`src/rtl/branch_pkg.sv`:
```
// Shared types for the branch resolution unit.
// Holds the branch condition codes and the instruction size.
package branch_pkg;

    typedef enum logic [2:0] {
        BR_EQ   = 3'b000,
        BR_NE   = 3'b001,
        BR_NONE = 3'b010,
        BR_JUMP = 3'b011,
        BR_LT   = 3'b100,
        BR_GE   = 3'b101,
        BR_LTU  = 3'b110,
        BR_GEU  = 3'b111
    } br_type_e;

    localparam int INSTR_BYTES = 4;

endpackage

```
`src/rtl/branch_cmp.sv`:
```
// Combinational branch condition evaluator.
// Ports: rs1/rs2 operands, br_type condition code, taken result.
module branch_cmp
    import branch_pkg::*;
#(
    parameter int XLEN = 32
) (
    input  logic [XLEN-1:0] rs1,
    input  logic [XLEN-1:0] rs2,
    input  br_type_e        br_type,
    output logic            taken
);

    always_comb begin
        taken = 1'b0;
        unique case (br_type)
            BR_EQ:   taken = (rs1 == rs2);
            BR_NE:   taken = (rs1 != rs2);
            BR_NONE: taken = 1'b0;
            BR_JUMP: taken = 1'b1;
            BR_LT:   taken = ($signed(rs1) <  $signed(rs2));
            BR_GE:   taken = ($signed(rs1) >= $signed(rs2));
            BR_LTU:  taken = (rs1 <  rs2);
            BR_GEU:  taken = (rs1 >= rs2);
        endcase
    end

endmodule

```
`src/rtl/branch_resolve_unit.sv`:
```
// Two-stage branch resolution: S1 registers the request, S2 registers
// direction, target, mispredict and redirect. Valid/ready on both sides,
// flush squashes in-flight entries, saturating branch/mispredict counters.
// Ports: clk, rst (sync high), flush, clr_stats, in_* request handshake,
// out_* result handshake, branch_count, mispredict_count.
module branch_resolve_unit
    import branch_pkg::*;
#(
    parameter int XLEN  = 32,
    parameter int CNT_W = 16
) (
    input  logic             clk,
    input  logic             rst,
    input  logic             flush,
    input  logic             clr_stats,
    input  logic             in_valid,
    output logic             in_ready,
    input  logic [XLEN-1:0]  in_pc,
    input  logic [XLEN-1:0]  in_rs1,
    input  logic [XLEN-1:0]  in_rs2,
    input  logic [XLEN-1:0]  in_offset,
    input  logic [2:0]       in_br_type,
    input  logic             in_pred_taken,
    input  logic [XLEN-1:0]  in_pred_target,
    output logic             out_valid,
    input  logic             out_ready,
    output logic             out_taken,
    output logic [XLEN-1:0]  out_target,
    output logic             out_mispredict,
    output logic [XLEN-1:0]  out_redirect_pc,
    output logic             out_misaligned,
    output logic [CNT_W-1:0] branch_count,
    output logic [CNT_W-1:0] mispredict_count
);

    logic            s1_valid;
    logic [XLEN-1:0] s1_pc;
    logic [XLEN-1:0] s1_rs1;
    logic [XLEN-1:0] s1_rs2;
    logic [XLEN-1:0] s1_offset;
    br_type_e        s1_br_type;
    logic            s1_pred_taken;
    logic [XLEN-1:0] s1_pred_target;

    logic            out_is_branch;

    logic            s2_accept;
    logic            s1_load;
    logic            s2_load;
    logic            out_fire;

    logic            cmp_taken;
    logic [XLEN-1:0] nx_target;
    logic [XLEN-1:0] nx_fall;
    logic            nx_mispredict;
    logic            nx_misaligned;

    assign s2_accept = !out_valid || out_ready;
    assign in_ready  = !s1_valid || s2_accept;
    assign s1_load   = in_valid && in_ready;
    assign s2_load   = s1_valid && s2_accept;
    assign out_fire  = out_valid && out_ready;

    branch_cmp #(
        .XLEN(XLEN)
    ) u_cmp (
        .rs1    (s1_rs1),
        .rs2    (s1_rs2),
        .br_type(s1_br_type),
        .taken  (cmp_taken)
    );

    assign nx_target     = s1_pc + s1_offset;
    assign nx_fall       = s1_pc + XLEN'(INSTR_BYTES);
    assign nx_misaligned = cmp_taken && (nx_target[1:0] != 2'b00);

    // Direction wrong, or both taken but fetch went to the wrong place.
    assign nx_mispredict = (cmp_taken != s1_pred_taken) ||
                           (cmp_taken && s1_pred_taken &&
                            (nx_target != s1_pred_target));

    always_ff @(posedge clk) begin
        if (rst) begin
            s1_valid  <= 1'b0;
            out_valid <= 1'b0;
        end else if (flush) begin
            s1_valid  <= 1'b0;
            out_valid <= 1'b0;
        end else begin
            if (in_ready) begin
                s1_valid <= in_valid;
            end
            if (s2_accept) begin
                out_valid <= s1_valid;
            end
        end
    end

    always_ff @(posedge clk) begin
        if (s1_load) begin
            s1_pc          <= in_pc;
            s1_rs1         <= in_rs1;
            s1_rs2         <= in_rs2;
            s1_offset      <= in_offset;
            s1_br_type     <= br_type_e'(in_br_type);
            s1_pred_taken  <= in_pred_taken;
            s1_pred_target <= in_pred_target;
        end
    end

    // Output data only moves when S2 takes a new entry, so it is held
    // stable while the consumer stalls.
    always_ff @(posedge clk) begin
        if (rst) begin
            out_taken       <= 1'b0;
            out_target      <= '0;
            out_mispredict  <= 1'b0;
            out_redirect_pc <= '0;
            out_misaligned  <= 1'b0;
            out_is_branch   <= 1'b0;
        end else if (s2_load) begin
            out_taken       <= cmp_taken;
            out_target      <= nx_target;
            out_mispredict  <= nx_mispredict;
            out_redirect_pc <= cmp_taken ? nx_target : nx_fall;
            out_misaligned  <= nx_misaligned;
            out_is_branch   <= (s1_br_type != BR_NONE);
        end
    end

    always_ff @(posedge clk) begin
        if (rst || clr_stats) begin
            branch_count     <= '0;
            mispredict_count <= '0;
        end else if (out_fire) begin
            if (out_is_branch && (branch_count != '1)) begin
                branch_count <= branch_count + CNT_W'(1);
            end
            if (out_mispredict && (mispredict_count != '1)) begin
                mispredict_count <= mispredict_count + CNT_W'(1);
            end
        end
    end

endmodule

```
`config.mk`:
```
export PLATFORM = sky130hd
export DESIGN_NAME = branch_resolve_unit
export DESIGN_NICKNAME = d
export VERILOG_FILES = /design/src/rtl/branch_pkg.sv /design/src/rtl/branch_cmp.sv /design/src/rtl/branch_resolve_unit.sv
export SDC_FILE = /design/constraint.sdc
export NUM_CORES = 1
export LEC_CHECK = 0
export ABC_AREA = 0
export CAP_MARGIN = 20
export CELL_PAD_IN_SITES_DETAIL_PLACEMENT = 1
export CELL_PAD_IN_SITES_GLOBAL_PLACEMENT = 2
export CORE_MARGIN = 5
export CORE_UTILIZATION = 35
export CTS_CLUSTER_DIAMETER = 150
export DETAILED_ROUTE_END_ITERATION = 6
export HOLD_SLACK_MARGIN = 0.03
export PLACE_DENSITY_LB_ADDON = 0.1
export RECOVER_POWER = 50
export SETUP_SLACK_MARGIN = 0.5
export SLEW_MARGIN = 30
export SYNTH_ARGS = -nofsm -noshare
export SYNTH_HDL_FRONTEND = slang
export SYNTH_HIERARCHICAL = 1
export SYNTH_SLANG_ARGS = --single-unit
export TNS_END_PERCENT = 50
```
`constraint.sdc`:
```
create_clock -name clk -period 13.3 [get_ports clk]
set_input_delay 1.995 -clock clk [delete_from_list [all_inputs] [get_ports clk]]
set_output_delay 1.995 -clock clk [all_outputs]
set_load 0.03 [all_outputs]
```
# Word level (Yosys, flattened, before mapping)
# Index checks and enable logic that the tools add are counted.
# word_totals
input_bits	170
wordCells	60
ff_bits	266
# classes
mux	2
n_eq_ne	14
n_reduce_logical	19
addsub	4
n_lt_le_gt_ge	4
# op_table
operator	n
32-bit >= comparator	2
32-bit less-than comparator	2
32-bit != test	2
16-bit by 1-bit adder with 16-bit output, second input constant	2
32-bit by 3-bit adder with 32-bit output, second input constant	1
32-bit adder	1
32-bit == test	1
32-bit two-way mux	1
16-bit != test, second input constant	2
3-bit == test, second input constant	4
1-bit logical AND	8
1-bit case mux with 8 select lines	1
3-bit by 2-bit == test with 1-bit output, second input constant	2
1-bit logical OR	4
2-bit AND reduction	2
3-bit by 1-bit == test with 1-bit output, second input constant	1
3-bit zero test	1
3-bit by 2-bit != test with 1-bit output, second input constant	1
1-bit zero test	2
2-bit nonzero test	1
2-bit OR reduction	1
1-bit != test	1

# Depth between registers and ports, before layout
# depth
depth_word	5
mapped_depth	16

# Hierarchy
# Netlist, hierarchy kept.
# modules_own_cells
module	area_each_um2	cells_each	n_inst	seq_area_each_um2
branch_resolve_unit	12065.3	1086	1	6966.7
branch_cmp	929.6	131	1	0.0

# Least setup slack after synthesis
# OpenSTA, ideal clock, no wires.
# synth_path
path_type	input -> register
startpoint	input out_ready
endpoint	register s1_br_type[0] (enable)
stages	3
n_path_buf	0
required_time_ps	12757
arrival_time_ps	6118
slack_ps	6639
cell_sequence	nor2b_1 > nand2_1 > and2_1
# synth_between
elab_chain_cells	3
# synth_lines
element	line	rtl
from (decl)	branch_resolve_unit.sv:26	input logic out_ready,
1-bit logical OR	branch_resolve_unit.sv:58	assign s2_accept = !out_valid || out_ready;
1-bit logical OR	branch_resolve_unit.sv:59	assign in_ready = !s1_valid || s2_accept;
named net in_ready	branch_resolve_unit.sv:17	output logic in_ready,
1-bit logical AND	branch_resolve_unit.sv:60	assign s1_load = in_valid && in_ready;
named net s1_load	branch_resolve_unit.sv:48	logic s1_load;
to (signal assigned)	branch_resolve_unit.sv:105	s1_br_type <= br_type_e'(in_br_type);
to (decl)	branch_resolve_unit.sv:41	br_type_e s1_br_type;
# The timed path passes the listed nets, and every way through them passes these cells.
# A chain may end at the register's enable or synchronous reset.

# Final worst setup path
# layout_path
startpoint	input out_ready
endpoint	register s1_pred_target[0] (enable)
# layout_between
elab_chain_cells	3
# layout_lines
element	line	rtl
1-bit logical OR	branch_resolve_unit.sv:58	
1-bit logical OR	branch_resolve_unit.sv:59	
1-bit logical AND	branch_resolve_unit.sv:60	
named net s1_load	branch_resolve_unit.sv:48	
to (signal assigned)	branch_resolve_unit.sv:107	s1_pred_target <= in_pred_target;
to (decl)	branch_resolve_unit.sv:43	logic [XLEN-1:0] s1_pred_target;
# The timed path passes the listed nets, and every way through them passes these cells.

==> metrics.md <==
| Metric | Value |
|---|---|
| Run status | finished with violations |
| Failing checks | capacitance limit, slew limit |
| Initial DRC count | 421 |
| TritonCTS clock tree | yes |
| Layout Nets | ~1700 |
| Drt wl/cell | 20.14 um |
| Initial core utilization | 35.50% |
| First-pass GRT wire length | 60930 um |
| Largest net degree at the start of global routing | 73 |
| Placed Instances | 1907 |
| Pwr Density | 126.1 mW/mm^2 |
| Final number of setup-violating endpoints | 0 |
| Initial antenna violation count | 1 |
| Fin crit share | about half |
| Critical Path Most Common Cell | buf_4 |
| Total gr overflow | 0 |
| Critical Path Slowest Stage Cell | and2_0 |
| Layout cells sized above 1 | 5.073% |
| R2R Path End | s1_pred_target[0]$_DFFE_PP_ |
| Max-slew headroom | -135.2% |
| RSZ-0062 raised after global routing | no |
| Slew of the pin with the lowest slew margin | 3528 ps |
| Cts bufs inserted | 31 |
| Max VDD drop | 0.09475 mV |
| WHS Path Cells | 2 |
| First drt pass iteration count | 4 |
| Max FO, Critical Path | 70 |
| Min cycle time layout | 6713 ps |
| Routed vias/inst | 5.107 |
| CP Data Required Time | approximately 13000 ps |
| PostCTS Resize Cnt | 0 |
| Leak | 6.370 nW |
| Final cell count without fillers | 1966 |
| Cell count of the worst reg-to-reg path | 5 |
| Largest stage delay, worst path | 2400 ps |
| Part of the power in the clock network | 40.1% |
| Top cells by count, synth | 164 x edfxtp_1, 155 x nor2_1, 113 x a21oi_1 |
| #FFs+latches synth | 266 |
| Setup repair bufs after CTS | 0 |
| Sequential power share | 43.6% |
| Rows | 70 |
| Core box area | 0.03661 mm^2 |
| Ports | 271 |
| Gr usage total | 18.76% |
| Synth Flop Type | edfxtp_1 |
| Die extent in x | 202.7 um |
| Asr flop ratio synth | 0% |
| Maximum clock frequency | 0.1490 GHz |
| Setup Skew | 28.78 ps |
| Average size of a mapped cell | 10.68 um^2 |
| Clk slew on worst S/H paths | 60 ps |
| Number of remaining DRC errors | 0 |
| Crit path cell chain | dlygate4sd3_1, nor2b_1, nand2_1, and2_0, buf_4, buf_4 |
| Combinational cell fraction of total power | between 15 and 20% |
| Final Max Slew Viols | ~150 |
| Vias after detailed routing | 10041 |
| Hold path start | out_target[1]$_SDFFE_PP0P_ |
| Input/output buffers | between 200 and 300 |
| FF-to-FF setup slack | 8200 ps |
| Die Area | 0.04108 mm^2 |
| DP HPWL | 30370 um |
| Die Height | approximately 200 um |
| EDFF count, synth | around 160 |
| Clock tree buffer depth | 3 |
| Critical path endpoint category | register |
| CP startpoint kind | input pin |
| Post-synth cell types | 75 |
| Critical path class | in -> reg |
| Mapped Nets | ~1500 |
| Htree depth | 1 |
| Synth top area share | 37.90% |
| Top cells by area, synth | edfxtp_1 38%, dfxtp_1 16%, ha_1 6.5% |
| Gp weighted congestion | 0.8316 |
| Sequential cell area fraction in the yosys report | between 50% and 60% |
| Hold endpoint | out_target[1]$_SDFFE_PP0P_ |
| Area leader, netlist | edfxtp_1 |
| Most frequent cell after synthesis | edfxtp_1 |
| Area grow syn2layout | 32.16% |
| Cells after synthesis | 1217 |
| Worst-Skew Late Latency | roughly 580 ps |
| Sink Count | roughly 270 |
| Switching power | 0.5727 mW |
| Cell Area, Synth | 0.01299 mm^2 |
| ANT cells | 0 |
| Crit path DAT | between 6000 and 7000 ps |
| Total number of yosys warnings | 6 |
| Root Buffer | clkbuf_16 |
| Antenna Nets Post-Route | 0 |
| Setup TNS | 0 ps |
| Hold Buf Count CTS | 0 |
| Worst hold path type | reg -> reg |
| Drt total wl | 39590 um |
| Sw Ratio | 26.44% |
| Int Pwr | 1.593 mW |
| Vias in the first global route | between 10000 and 15000 |
| Max-cap viol count | 3 |
| R2r startpoint | out_valid$_SDFFE_PP0P_ |
| Hold Fails Final Rpt | 0 |
layout make-up:
| class | count | area [um^2] |
|---|---|---|
| inverters | 46 | 172.7 |
| repair buffers | 276 | 2735 |
| clock inverters | 15 | 192.7 |
| well taps | 468 | 585.6 |
| multi-input cells | 852 | 5670 |
| fillers | 3949 | 19440 |
| flip-flops and latches | 266 | 6967 |
| clock buffers | 43 | 850.8 |
critical path, delay by kind of cell:
family                 cells  cell delay, ps
and+or+nand+nor            3            2620
buffers and inverters      3            2190
sequential cells by signal, summed over array words and instances (netlist names), 3 cells and up:
| signal | cells |
|---|---|
| branch_count | 16 |
| mispredict_count | 16 |
| out_redirect_pc | 32 |
| out_target | 32 |
| s1_br_type | 3 |
| s1_offset | 32 |
| s1_pc | 32 |
| s1_pred_target | 32 |
| s1_rs1 | 32 |
| s1_rs2 | 32 |
power by group through the flow:
stage	Clock, mW	Combinational (mW)	Sequential, mW
3_5_place_dp	0	0.367	0.961
3_3_place_gp	0	0.361	0.960
6_report	0.868	0.354	0.944
2_1_floorplan	0	0.198	0.977
4_1_cts	0.895	0.369	0.944
5_1_grt	0.929	0.389	0.948
cell families after synthesis:
| logic type | after synthesis | synth area share (%) |
|---|---|---|
| AO/OA/AOI/OAI | 261 | 12.81 |
| XOR/XNOR | 117 | 9.060 |
| flip-flops | 266 | 53.61 |
| adder cells (fa/ha/maj) | 68 | 6.605 |
| buffers and inverters | 99 | 2.985 |
| multiplexers | 9 | 0.6933 |
| AND/OR/NAND/NOR | 397 | 14.24 |
how the worst max path moves through the flow:
| stage | start | to | slack (ps) | depth (start not counted) |
|---|---|---|---|---|
| after floorplan | out_ready | s1_br_type[0]$_DFFE_PP_ | 6640 | 3 |
| after global placement | out_ready | in_ready | 7710 | 4 |
| after detailed placement | out_ready | in_ready | 7710 | 4 |
| after CTS | out_ready | in_ready | 7710 | 4 |
| after global routing | out_ready | s1_pred_target[27]$_DFFE_PP_ | 6150 | 6 |
| final | out_ready | s1_pred_target[0]$_DFFE_PP_ | 6590 | 6 |
cell usage in the layout, fill, tap and decap left out, types with 46 or more instances in the layout:
cell / Yosys / final
a21oi_1: 113 / 113
clkdlybuf4s50_1: 0 / 86
dfxtp_1: 102 / 102
dlygate4sd3_1: 0 / 183
edfxtp_1: 164 / 164
ha_1: 67 / 67
inv_1: 46 / 46
nand2_1: 96 / 96
nor2_1: 155 / 155
xnor2_1: 57 / 57
xor2_1: 49 / 49
stage by stage:
step                      area, um^2  power, mW  util [%]  hold WS [ps]  setup WS (ps)
after floorplan                13000      1.175         -         475.9           6639
after global placement         16140      1.321     44.07         440.8           7712
after detailed placement       16140      1.328     44.09         448.3           7709
after CTS                      17180      2.208     46.94         456.0           7709
after global routing           17170      2.266     46.91         465.8           6150
final                          17170      2.166     46.91         451.1           6587
routing by layer:
metal / global-route usage (%) / vias up / wire length (um) / share of wire [%]
met5: 0 / - / 9 / 0.023
met4: 4.437 / 2 / 784 / 2.0
met2: 29.38 / 227 / 17500 / 44
met3: 2.444 / 42 / 1871 / 4.7
li1: - / 4927 / - / -
met1: 27.77 / 4843 / 19420 / 49
No activity file was read; power rests on OpenSTA's default activity.
